--- src/rtl/salu_operand_sequencer.sv ---
// Sequences one scalar instruction: RF read, operand capture, ALU handshake, result write-back.
// Latency: accept->write-back 5 cycles with no stalls (ERR path 1 cycle); ready again the cycle after.
// Backpressure: holds in ISSUE until alu_ready, in WAIT until res_valid; instr_ready only in IDLE.
module salu_operand_sequencer (
    input  logic        clock,
    input  logic        reset,
    input  logic        instr_valid,
    output logic        instr_ready,
    input  logic [7:0]  instr_src0,
    input  logic [7:0]  instr_src1,
    input  logic [7:0]  instr_dst,
    input  logic        instr_is64,
    input  logic        instr_wr,
    output logic [7:0]  rf_s0,
    output logic [7:0]  rf_s1,
    input  logic [63:0] rf_r0,
    input  logic [63:0] rf_r1,
    output logic [7:0]  rf_w0,
    output logic [63:0] rf_wv,
    output logic        rf_en_w,
    output logic        rf_en_64,
    output logic        alu_valid,
    input  logic        alu_ready,
    output logic [63:0] alu_op0,
    output logic [63:0] alu_op1,
    input  logic        res_valid,
    output logic        res_ready,
    input  logic [63:0] res_data,
    output logic        err_ro,
    output logic        err_align,
    output logic        busy
);

    typedef enum logic [2:0] {
        IDLE  = 3'd0,
        RD    = 3'd1,
        CAP   = 3'd2,
        ISSUE = 3'd3,
        WAIT  = 3'd4,
        WB    = 3'd5,
        ERR   = 3'd6
    } state_t;

    state_t     state;
    state_t     state_nxt;
    logic [7:0] dst_q;
    logic       is64_q;
    logic       wr_q;
    logic       accept;
    logic       misalign;
    logic       dst_ro;

    // Read-only SGPR ranges: 0x7D, 0x80-0xE8, 0xF0-0xF8.
    function automatic logic is_ro(input logic [7:0] a);
        return (a == 8'h7D) || (a >= 8'h80 && a <= 8'hE8) || (a >= 8'hF0 && a <= 8'hF8);
    endfunction

    assign instr_ready = (state == IDLE) && !reset;
    assign accept      = instr_valid && instr_ready;
    // Register pairs must start on an even index; dst only matters if it is written.
    assign misalign    = instr_is64 && (instr_src0[0] || instr_src1[0] || (instr_wr && instr_dst[0]));
    // A 64-bit write touches dst and dst+1; either one being read-only blocks the pair.
    assign dst_ro      = is_ro(dst_q) || (is64_q && is_ro(dst_q + 8'd1));

    // State register; reset aborts any in-flight instruction immediately.
    always_ff @(posedge clock or posedge reset) begin
        if (reset) begin
            state <= IDLE;
        end else begin
            state <= state_nxt;
        end
    end

    // Next-state and per-state strobes; strobes only ever assert in their own state.
    always_comb begin
        state_nxt = state;
        alu_valid = 1'b0;
        res_ready = 1'b0;
        rf_en_w   = 1'b0;
        rf_en_64  = 1'b0;
        err_ro    = 1'b0;
        err_align = 1'b0;
        busy      = (state != IDLE);
        case (state)
            IDLE: begin
                if (accept) begin
                    state_nxt = misalign ? ERR : RD;
                end
            end
            RD:    state_nxt = CAP;
            CAP:   state_nxt = ISSUE;
            ISSUE: begin
                alu_valid = 1'b1;
                if (alu_ready) begin
                    state_nxt = WAIT;
                end
            end
            WAIT: begin
                res_ready = 1'b1;
                if (res_valid) begin
                    state_nxt = wr_q ? WB : IDLE;
                end
            end
            WB: begin
                rf_en_64  = is64_q;
                rf_en_w   = !dst_ro;
                err_ro    = dst_ro;
                state_nxt = IDLE;
            end
            ERR: begin
                err_align = 1'b1;
                state_nxt = IDLE;
            end
            default: state_nxt = IDLE;
        endcase
    end

    // Datapath: latch fields, drive RF addresses, capture operands and the formatted result.
    always_ff @(posedge clock or posedge reset) begin
        if (reset) begin
            dst_q   <= 8'h00;
            is64_q  <= 1'b0;
            wr_q    <= 1'b0;
            rf_s0   <= 8'h00;
            rf_s1   <= 8'h00;
            rf_w0   <= 8'h00;
            rf_wv   <= 64'h0;
            alu_op0 <= 64'h0;
            alu_op1 <= 64'h0;
        end else begin
            if (accept) begin
                dst_q  <= instr_dst;
                is64_q <= instr_is64;
                wr_q   <= instr_wr;
                // Dropped instructions leave the read ports untouched.
                if (!misalign) begin
                    rf_s0 <= instr_src0;
                    rf_s1 <= instr_src1;
                end
            end
            // Read data is valid the cycle after the address (CAP); SGPR 0xFF is always 32-bit.
            if (state == CAP) begin
                alu_op0 <= (is64_q && rf_s0 != 8'hFF) ? rf_r0 : {32'h0, rf_r0[31:0]};
                alu_op1 <= (is64_q && rf_s1 != 8'hFF) ? rf_r1 : {32'h0, rf_r1[31:0]};
            end
            if (state == WAIT && res_valid) begin
                rf_wv <= is64_q ? res_data : {32'h0, res_data[31:0]};
                if (wr_q) begin
                    rf_w0 <= dst_q;
                end
            end
        end
    end

endmodule

--- config.mk ---
export PLATFORM = sky130hd
export DESIGN_NAME = salu_operand_sequencer
export DESIGN_NICKNAME = d
export VERILOG_FILES = /design/src/rtl/salu_operand_sequencer.sv
export SDC_FILE = /design/constraint.sdc
export NUM_CORES = 1
export LEC_CHECK = 0
export ABC_AREA = 1
export BUFFER_PORTS_ARGS = -buffer_cell sky130_fd_sc_hd__buf_2
export CAP_MARGIN = 20
export CORE_AREA = 2 2 172 174
export CTS_CLUSTER_DIAMETER = 100
export CTS_CLUSTER_SIZE = 30
export DETAILED_ROUTE_END_ITERATION = 8
export DIE_AREA = 0 0 174 176
export SYNTH_ARGS = -nofsm -noshare
export SYNTH_HDL_FRONTEND = slang
export SYNTH_SLANG_ARGS = --single-unit
export TNS_END_PERCENT = 5
--- constraint.sdc ---
create_clock -name clock -period 8.66 [get_ports clock]
set_input_delay 0.433 -clock clock [delete_from_list [all_inputs] [get_ports clock]]
set_output_delay 0.433 -clock clock [all_outputs]
set_load 0.005 [all_outputs]
Word-level counts from Yosys, hierarchy flattened
Cells that the tools add are included.
- equal/unequal tests: 13
- reductions and logical operators: 26
- $add $sub $neg: 1
- muxes and demuxes: 15
- magnitude comparators: 8
- bitwise operators: 1
- operators with widths (operator ; number):
    64-bit 2-to-1 mux ; 3
    8-bit greater-or-equal comparator, second input constant ; 4
    8-bit less-or-equal comparator, second input constant ; 4
    8-bit by 7-bit == test with 1-bit output, second input constant ; 2
    8-bit inequality test, second input constant ; 2
    3-bit 2-to-1 mux ; 5
    3-bit one-hot mux with 5 select lines ; 1
    1-bit logical AND ; 12
    3-bit == test, second input constant ; 3
    8-bit by 1-bit adder with 8-bit output, second input constant ; 1
    1-bit logical OR ; 7
    3-bit by 2-bit == test with 1-bit output, second input constant ; 2
    1-bit 2-to-1 mux ; 6
    2-bit inequality test, second input constant ; 3
    2-bit AND reduction ; 2
    3-bit by 1-bit == test with 1-bit output, second input constant ; 1
    3-bit zero test ; 1
    3-bit AND reduction ; 1
    3-bit nonzero test ; 1
    1-bit zero test ; 2
    1-bit inverter ; 1
- word-level logic and storage cells: 74
- bits in registers: 229
- output and inout bits: 224
- input port bits: 223

Depth between registers and ports, before layout
Gate-level depths: netlist of run 1.
- depth after elaboration: 9
- mapped depth: 11
- mapped depth without buffers: 11

Least setup slack after synthesis of run 1
OpenSTA, ideal clock, no wires.
- kind: flip-flop to output port
- start: register dst_q[0]
- end: output port err_ro
- setup slack: 6.967 ns
- cell stages (with the launch flop): 10
- arrival time: 1.260 ns
- cell sequence: dfrtp_1 > inv_1 > ha_1 > nor2_1 > nand2_1 > nand2_1 > nor2_1 > nand3_1 > nand3_1 > a21oi_1
- longest elaborated chain between the ends: 8
- ends and longest elaborated chain (what ; line ; RTL):
    start, declared ; 46 ; logic [7:0] dst_q;
    start signal, assigned ; 132 ; dst_q <= instr_dst;
    8-bit by 1-bit adder with 8-bit output ; 63 ; assign dst_ro = is_ro(dst_q) || (is64_q && is_ro(dst_q + 8'd1));
    8-bit greater-or-equal comparator / 8-bit less-or-equal comparator (equally long branches) ; 55 ; return (a == 8'h7D) || (a >= 8'h80 && a <= 8'hE8) || (a >= 8'hF0 && a <= 8'hF8);
    1-bit logical AND ; 55 ;
    1-bit logical OR (2 in series) ; 55 ;
    1-bit logical AND ; 63 ;
    1-bit logical OR * ; 63 ;
    1-bit 2-to-1 mux * ; 84 ; case (state)
    end, declared ; 29 ; output logic err_ro,
Mark *: on every way between the ends. The rest lies on a longest branch, timed or not.

Worst setup path after layout of run 1
- start: register dst_q[0]
- end: output port rf_en_w
- longest elaborated chain between the ends: 9
- ends and longest elaborated chain (what ; line ; RTL):
    8-bit by 1-bit adder with 8-bit output ; 63 ;
    8-bit greater-or-equal comparator / 8-bit less-or-equal comparator (equally long branches) ; 55 ;
    1-bit logical AND ; 55 ;
    1-bit logical OR (2 in series) ; 55 ;
    1-bit logical AND ; 63 ;
    1-bit logical OR * ; 63 ;
    1-bit zero test * ; 106 ; rf_en_w = !dst_ro;
    1-bit 2-to-1 mux * ; 84 ;
    end, declared ; 20 ; output logic rf_en_w,
Marked as above.

==> results of run 1 <==
-- cell families after synthesis --
kind of cell	count (synthesis)	synth area share, %
AND/OR/NAND/NOR	603	26.0
adder cells (fa/ha/maj)	3	0.411
flip-flops	229	62.7
buffers and inverters	81	3.78
AO/OA/AOI/OAI	90	4.96
multiplexers	15	2.10
-- registers in the layout, indices dropped and copies added, names as in the netlist, 3 cells and up --
name,count
dst_q,8
rf_s0,8
rf_wv,64
rf_w0,8
alu_op1,64
state,3
alu_op0,64
rf_s1,8
-- worst paths after layout --
kind	startpoint	end	slack (ns)	cells after the start
worst max-delay path	dst_q[0]	rf_en_w	6.09	11
worst min-delay path	reset	rf_s0[0]	0.11	2
worst max register to register	state[1]	alu_op0[51]	6.22	7
worst min register to register	alu_op1[4]	alu_op1[4]	0.48	2
max in group asynchronous	reset	alu_op0[48]	7.23	3
min in group clock	res_data[30]	rf_wv[30]	0.13	3
-- stage by stage --
stage | util, % | setup slack [ns]
2_1_floorplan | - | 1.95
3_3_place_gp | 41.0 | 6.23
3_5_place_dp | 41.0 | 6.17
4_1_cts | 42.3 | 6.07
5_1_grt | 42.4 | 5.90
6_report | 42.4 | 6.09
-- worst max-delay path: cells and delay by family, from the launching register on --
kind | cells | cell delay (ns)
buf+inv | 2 | 0.26
fa+ha+maj | 1 | 0.29
flops | 1 | 0.43
simple gates | 8 | 0.69
-- power by group through the flow --
stage	Combinational (uW)	Clock, uW	Sequential, uW
2_1_floorplan	804	0	1890
3_3_place_gp	1630	0	1860
3_5_place_dp	1660	0	1860
4_1_cts	1660	678	1850
5_1_grt	1870	716	1910
6_report	1630	648	1850
-- cell usage in the layout (no fill, tap or decap) --
master,count
inv_2,1
nand2_1,528
buf_12,1
buf_4,9
nor3_1,2
diode_2,2
inv_8,1
mux2_4,6
nor3_2,2
nand2_4,2
inv_4,1
nor3b_4,1
o21ai_2,2
nor2_1,16
inv_1,23
ha_1,3
nand4_1,5
buf_2,446
nand3_1,45
nor2_4,2
clkinv_8,2
dfrtp_1,229
o31ai_1,1
clkbuf_1,1
a21oi_1,1
o21ai_0,86
inv_12,1
clkbuf_16,13
mux2_2,9
-- final cells by class --
type | instances | area share (%)
Sequential cell | 229 | 47.3
Multi-Input combinational cell | 711 | 25.5
Timing Repair Buffer | 456 | 19.2
Tap cell | 384 | 3.97
Clock buffer | 14 | 2.72
Inverter | 26 | 0.889
Clock inverter | 3 | 0.403
Antenna cell | 2 | 0.0414
-- per-layer routing --
layer | vias up | GRT usage, % | routed length [um]
met2 | 307 | 31.4 | 14300
met1 | 3873 | 22.8 | 11600
met3 | 47 | 4.39 | 1940
met5 | - | 0 | 41
met4 | 6 | 4.76 | 731
li1 | 4015 | - | -
==> metrics, run 1 <==
status=finished, final reports clean; Slew HR=38.3%; syn avg cell area=8.95 um2; I/O pin total=447; area grow syn2layout=32.5%; Routed WL=28600 um; unique cell type count in the Yosys netlist=23; Area contributors post-synth=dfrtp_1 63%, nand2_1 22%, o21ai_0 4.8%; Synth Flop Type=dfrtp_1; worst hold path type=primary input to asynchronous set/reset pin; Detail Placement HPWL=20700 um; CTS sink cnt=229; synthesis warning total=0; Async SR Flop Fraction=100%; Fmax=0.388 GHz; Max H-tree Level=1; Clock Latency Late Sink=0.49 ns; WP data required=8.23 ns; CP Capture Type=output port; P_int=2520 uW; Post-synth EDFFs=0; initial core utilization=32.0%; final RePlAce weighted congestion=0.830; most frequent cell after synthesis=nand2_1; Final Critical Period=2.57 ns; IO Port Bufs=446; share of power burned in registers=44.8%; hold slack=0.107 ns; Routed WL per cell=15.7 um; register area share after synthesis=62.7%; Clock power frac=15.7%; final instance area=0.0121 mm2; footprint of the multi-input gates=0.00308 mm2; CTS tree=yes; top cells by count, synth=528 x nand2_1, 229 x dfrtp_1, 88 x o21ai_0, 45 x nand3_1, 27 x clkbuf_1; worst slew pin tran=0.926 ns; Post-Route Skew=0.0227 ns; Final Hold Fails=0; Die Span Y=176 um; clk buf depth=3; DRT Pass-1 Iters=5; Combinational Power Share=39.5%; Storage cell area=0.00573 mm2; FILL cells=2915; Post-Synthesis Cells=1021; dominant cell type by area after synthesis=dfrtp_1; switching power=1610 uW; Reg clk slew, reported paths=0.11 ns; Post-Syn Nets=1247; clk root buf=clkbuf_16; Leak=0.00688 uW; Setup Fix Bufs, Post-CTS=0; Die ar.=0.0306 mm2; Peak VDD IR=0.000201 V; Hold Buf Count CTS=0; global-route wire length before repair=44600 um; Net Sw Frac=38.9%; max_cap viols=0; post-synthesis cell area=0.00914 mm2; num rows=62; CP max stage cell=dfrtp_1; maximum number of pins on one net before global-route repair=102; RSZ-0062 raised after global routing=no; setup TNS=0 ns; Arrival @ worst endpoint=2.14 ns; gr ovfl total=0; Non-Filler Instances=1825; Total Power=4130 uW; CP cell instances=inv_1, ha_1, nor2_1, nand2_1, nand2_1, nor2_1, nand3_1, nand3_1, nand2_1, nor2_1, buf_2; power per cell area=341 mW/mm2; Final Max Tran Viols=0; Critical Path Start Type=flip-flop; core footprint=0.0285 mm2; CP peak stage delay=0.43 ns; vias in the first global route=8093; drt via density=4.52; Final Cycle Share=29.7%; initial antenna violation count=5; DR DRC count=0; Synth Register Bits=229; Routed Antenna Nets=0; Vias=8248; CP max FO=5; First DRT Iteration DRCs=556; Die X-Extent=174 um; post-CTS sizing=0; share of post-route cells with drive strength above 1=34.7%; # setup viols final=0; post-place instance area=0.0117 mm2; Layout Nets=1662; share of the synthesized area in the top cell type=62.7%; Crit Path Class=flip-flop to output port; TritonCTS Buffers=12; placed insts=1805; GRT Total Usage=18.1%
(Power assumes the default switching activity.)
==> run 2, diff against run 1 <==
- ABC_AREA: 1 -> 0
- CORE_AREA: 2 2 172 174 -> 2 2 174 176
- DIE_AREA: 0 0 174 176 -> 0 0 176 178
- clock period: 8.66 -> 2.6 ns (I/O delays scaled with it)
==> run 2 against run 1 <==
  * Sequential power rose to 3.4 times the previous value
  * First-iteration DRC count is 33% lower
  * Wire length fell by 0.38%
  * Cell count shrank 7.8%
  * Global-route usage shrank 1.0 points
  * Largest cell class unchanged
  * Cell area grew 17%
  * Clock skew shrank 0.0055 ns
  * Non-clock buffer count rose by 220
  * Clock power grew to 3.5 times the previous value
  * Flip-flop and latch count is the same
  * Synthesized cell count down 38%
==> metrics, run 2 <==
Arrival @ worst endpoint=2.25 ns (was 2.14 ns); Crit Path Class=flip-flop to output port (unchanged); Core Util, Final=48.3% (was 42.4%); drt via density=4.56 (was 4.52); DRT Pass-1 Iters=5 (unchanged); Die X-Extent=176 um (was 174 um); Leak=0.00709 uW (was 0.00688 uW); r2r setup slk=0.42 ns (was 6.22 ns); Final Critical Period=2.38 ns; # setup viols final=0 (unchanged); IO Port Bufs=446 (unchanged); num rows=63 (was 62); TritonCTS Buffers=12 (unchanged); post-synthesis compound-gate area fraction=9.81% (was 4.96%); placed insts=1441 (was 1805); Reg clk slew, reported paths=0.10 ns (was 0.11 ns); Routed WL=28500 um (was 28600 um); Synth Area in Simple Gates=5.80% (was 26.0%); Post-Syn Nets=859 (was 1247); Post-synth EDFFs=0 (unchanged); unique cell type count in the Yosys netlist=43 (was 23); CTS tree=yes (unchanged); Critical Path Start Type=flip-flop (unchanged); RR Endpoint=rf_s0[3] (was alu_op0[51]); maximum number of pins on one net before global-route repair=130 (was 102); max_cap viols=0 (unchanged); final instance area=0.0142 mm2 (was 0.0121 mm2); biggest regs=alu_op0: 64 flops, alu_op1: 64 flops, rf_wv: 64 flops (unchanged); Synth Flop Type=dfrtp_1 (unchanged); worst hold path type=primary input to flip-flop (was primary input to asynchronous set/reset pin); Area contributors post-synth=dfrtp_1 64%, mux2_2 15%, a22o_1 6.3% (was dfrtp_1 63%, nand2_1 22%, o21ai_0 4.8%); Peak VDD IR=0.000578 V (was 0.000201 V); clk buf depth=3 (unchanged); post-synthesis cell area=0.00889 mm2 (was 0.00914 mm2); XOR/XNOR Fraction of Synth Area=0.296% (was 0%); Final Max Tran Viols=0 (unchanged); initial core utilization=30.2% (was 32.0%); Setup Fix Bufs, Post-CTS=0 (unchanged); CP Capture Type=output port (unchanged); RSZ-0062 raised after global routing=no (unchanged); Slew HR=48.9% (was 38.3%); Clock Latency Late Sink=0.49 ns (about the same); register area share after synthesis=64.5% (was 62.7%); I/O pin total=447 (unchanged); Post-Route Skew=0.0172 ns (was 0.0227 ns); Vias=7667 (was 8248); largest family of logic cells by synthesized area=multiplexers (was simple AND/OR/NAND/NOR gates); DR DRC count=0 (unchanged); power per cell area=1030 mW/mm2 (was 341 mW/mm2); Async SR Flop Fraction=100% (unchanged); Final Cycle Share=91.7%; final RePlAce weighted congestion=0.832 (was 0.830); Total Power=14600 uW (was 4130 uW); Synth Register Bits=229 (unchanged); Die Span Y=178 um (was 176 um); R2R cell count=4 (was 7); mux contribution to synthesized area=16.6% (was 2.10%); syn avg cell area=14.0 um2 (was 8.95 um2); Adder-Cell Fraction of Synth Area=0.422% (was 0.411%); synthesis warning total=0 (unchanged); status=finished, final reports clean (unchanged); Routed Antenna Nets=0 (unchanged); vias in the first global route=7916 (was 8093); post-place instance area=0.0116 mm2 (was 0.0117 mm2); FILL cells=2560 (was 2915); FF-to-FF Start=state[0] (was state[1]); area grow syn2layout=59.8% (was 32.5%); core footprint=0.0294 mm2 (was 0.0285 mm2); Fmax=0.420 GHz; dominant cell type by area after synthesis=dfrtp_1 (unchanged); Detail Placement HPWL=18700 um (was 20700 um); most frequent cells in the layout=446 x buf_2, 228 x dfrtp_1, 220 x dlygate4sd3_1 (was 528 x nand2_1, 446 x buf_2, 229 x dfrtp_1); global-route wire length before repair=43000 um (was 44600 um); Post-Synthesis Cells=633 (was 1021); First DRT Iteration DRCs=374 (was 556); top cells by count, synth=229 x dfrtp_1, 118 x mux2_2, 71 x nand2_1, 64 x a22o_1, 36 x o21ai_0 (was 528 x nand2_1, 229 x dfrtp_1, 88 x o21ai_0, 45 x nand3_1, 27 x clkbuf_1); initial antenna violation count=0 (was 5); gr ovfl total=0 (unchanged); share of the synthesized area in the top cell type=64.5% (was 62.7%); Non-Filler Instances=1682 (was 1825); Worst setup endpoint=rf_en_w (unchanged); GRT Total Usage=17.1% (was 18.1%); Max H-tree Level=1 (unchanged); worst slew pin tran=0.767 ns (was 0.926 ns); CP max FO=6 (was 5); Die ar.=0.0313 mm2 (was 0.0306 mm2); Layout Nets=1511 (was 1662); most frequent cell after synthesis=dfrtp_1 (was nand2_1); Final Hold Fails=0 (unchanged); clk root buf=clkbuf_16 (unchanged); leading cell type in the layout, fill and taps excluded=buf_2 (was nand2_1); CTS sink cnt=229 (unchanged); share of post-route cells with drive strength above 1=47.8% (was 34.7%); Routed WL per cell=16.9 um (was 15.7 um); WP data required=2.47 ns (was 8.23 ns); Critical Path Start=dst_q[1] (was dst_q[0])
## run 2: cell types whose count changed in the layout (fill, tap and decap cells not counted), moves of 4 or more
cell,previous run,this run
o21ai_0,86,36
mux2_2,9,118
inv_1,23,6
a22o_1,0,64
nor2_1,16,7
nor3_1,2,6
nand3_1,45,3
mux2_4,6,10
nand2_1,528,71
buf_12,1,5
buf_4,9,5
dlygate4sd3_1,0,220
## run 2: cells by family after synthesis
logic type	Yosys count
compound gates	116
xor+xnor	3
fa+ha+maj	3
buf+inv	45
flops	229
mux	128
simple gates	109
## run 2: timing repair
action / in CTS / in global routing
gates resized for setup: 0 / 3
hold buffers: 220 / 0
endpoints found under the setup margin: 0 / 2
hold endpoints to repair: 449 / 0
## run 2: through the flow
| stage | TNS (ns) | hold WS [ns] | setup slack, ns |
|---|---|---|---|
| 6_report | 0 | 0.127 | 0.217 |
| 5_1_grt | 0 | 0.116 | 0.0392 |
| 4_1_cts | 0 | 0.0915 | 0.166 |
| 3_5_place_dp | 0 | 0.350 | 0.434 |
| 3_3_place_gp | 0 | 0.347 | 0.469 |
| 2_1_floorplan | -119.99 | 0.263 | -0.524 |
## run 2: worst max-delay path: stages, from the launching register on
cell and delay (ns):
dfrtp_1 0.45, inv_1 0.19, ha_1 0.20, inv_1 0.05
o41ai_1 0.46, a2111oi_2 0.08, o21ba_2 0.21, buf_2 0.13
## run 2: report_power, final
group | internal (uW) | switching (uW) | total (uW) | leakage, uW
Combinational | 3270 | 2710 | 5980 | 0.00402
Clock | 1070 | 1210 | 2280 | 0.000197
Sequential | 5300 | 1030 | 6330 | 0.00286
## run 2: final cells by class
class | count | area, um2 | share of cell area (%)
Sequential cell | 229 | 5730 | 40.4
Timing Repair Buffer | 676 | 4570 | 32.2
Multi-Input combinational cell | 359 | 2960 | 20.9
Tap cell | 390 | 488 | 3.44
Clock buffer | 14 | 339 | 2.39
Clock inverter | 6 | 78.8 | 0.555
Inverter | 7 | 30.0 | 0.211
Antenna cell | 1 | 2.50 | 0.0176
## run 2: per-layer routing
layer / part of all wire (%) / vias up / global-route usage [%]
met4: 2.5 / 0 / 4.68
met3: 6.2 / 51 / 3.52
met5: 0 / - / 0
li1: - / 3554 / -
met2: 51 / 286 / 31.3
met1: 40 / 3776 / 20.5
## run 2: worst min-delay path by stage
stage	startpoint	end	slack, ns	depth (start not counted)
floorplan	rf_r0[44]	alu_op0[44]	0.26	1
global placement	rf_r0[62]	alu_op0[62]	0.35	2
detailed placement	rf_r0[59]	alu_op0[59]	0.35	2
CTS	instr_valid	state[1]	0.09	4
global route	instr_valid	state[1]	0.12	4
finish	instr_valid	state[1]	0.13	4
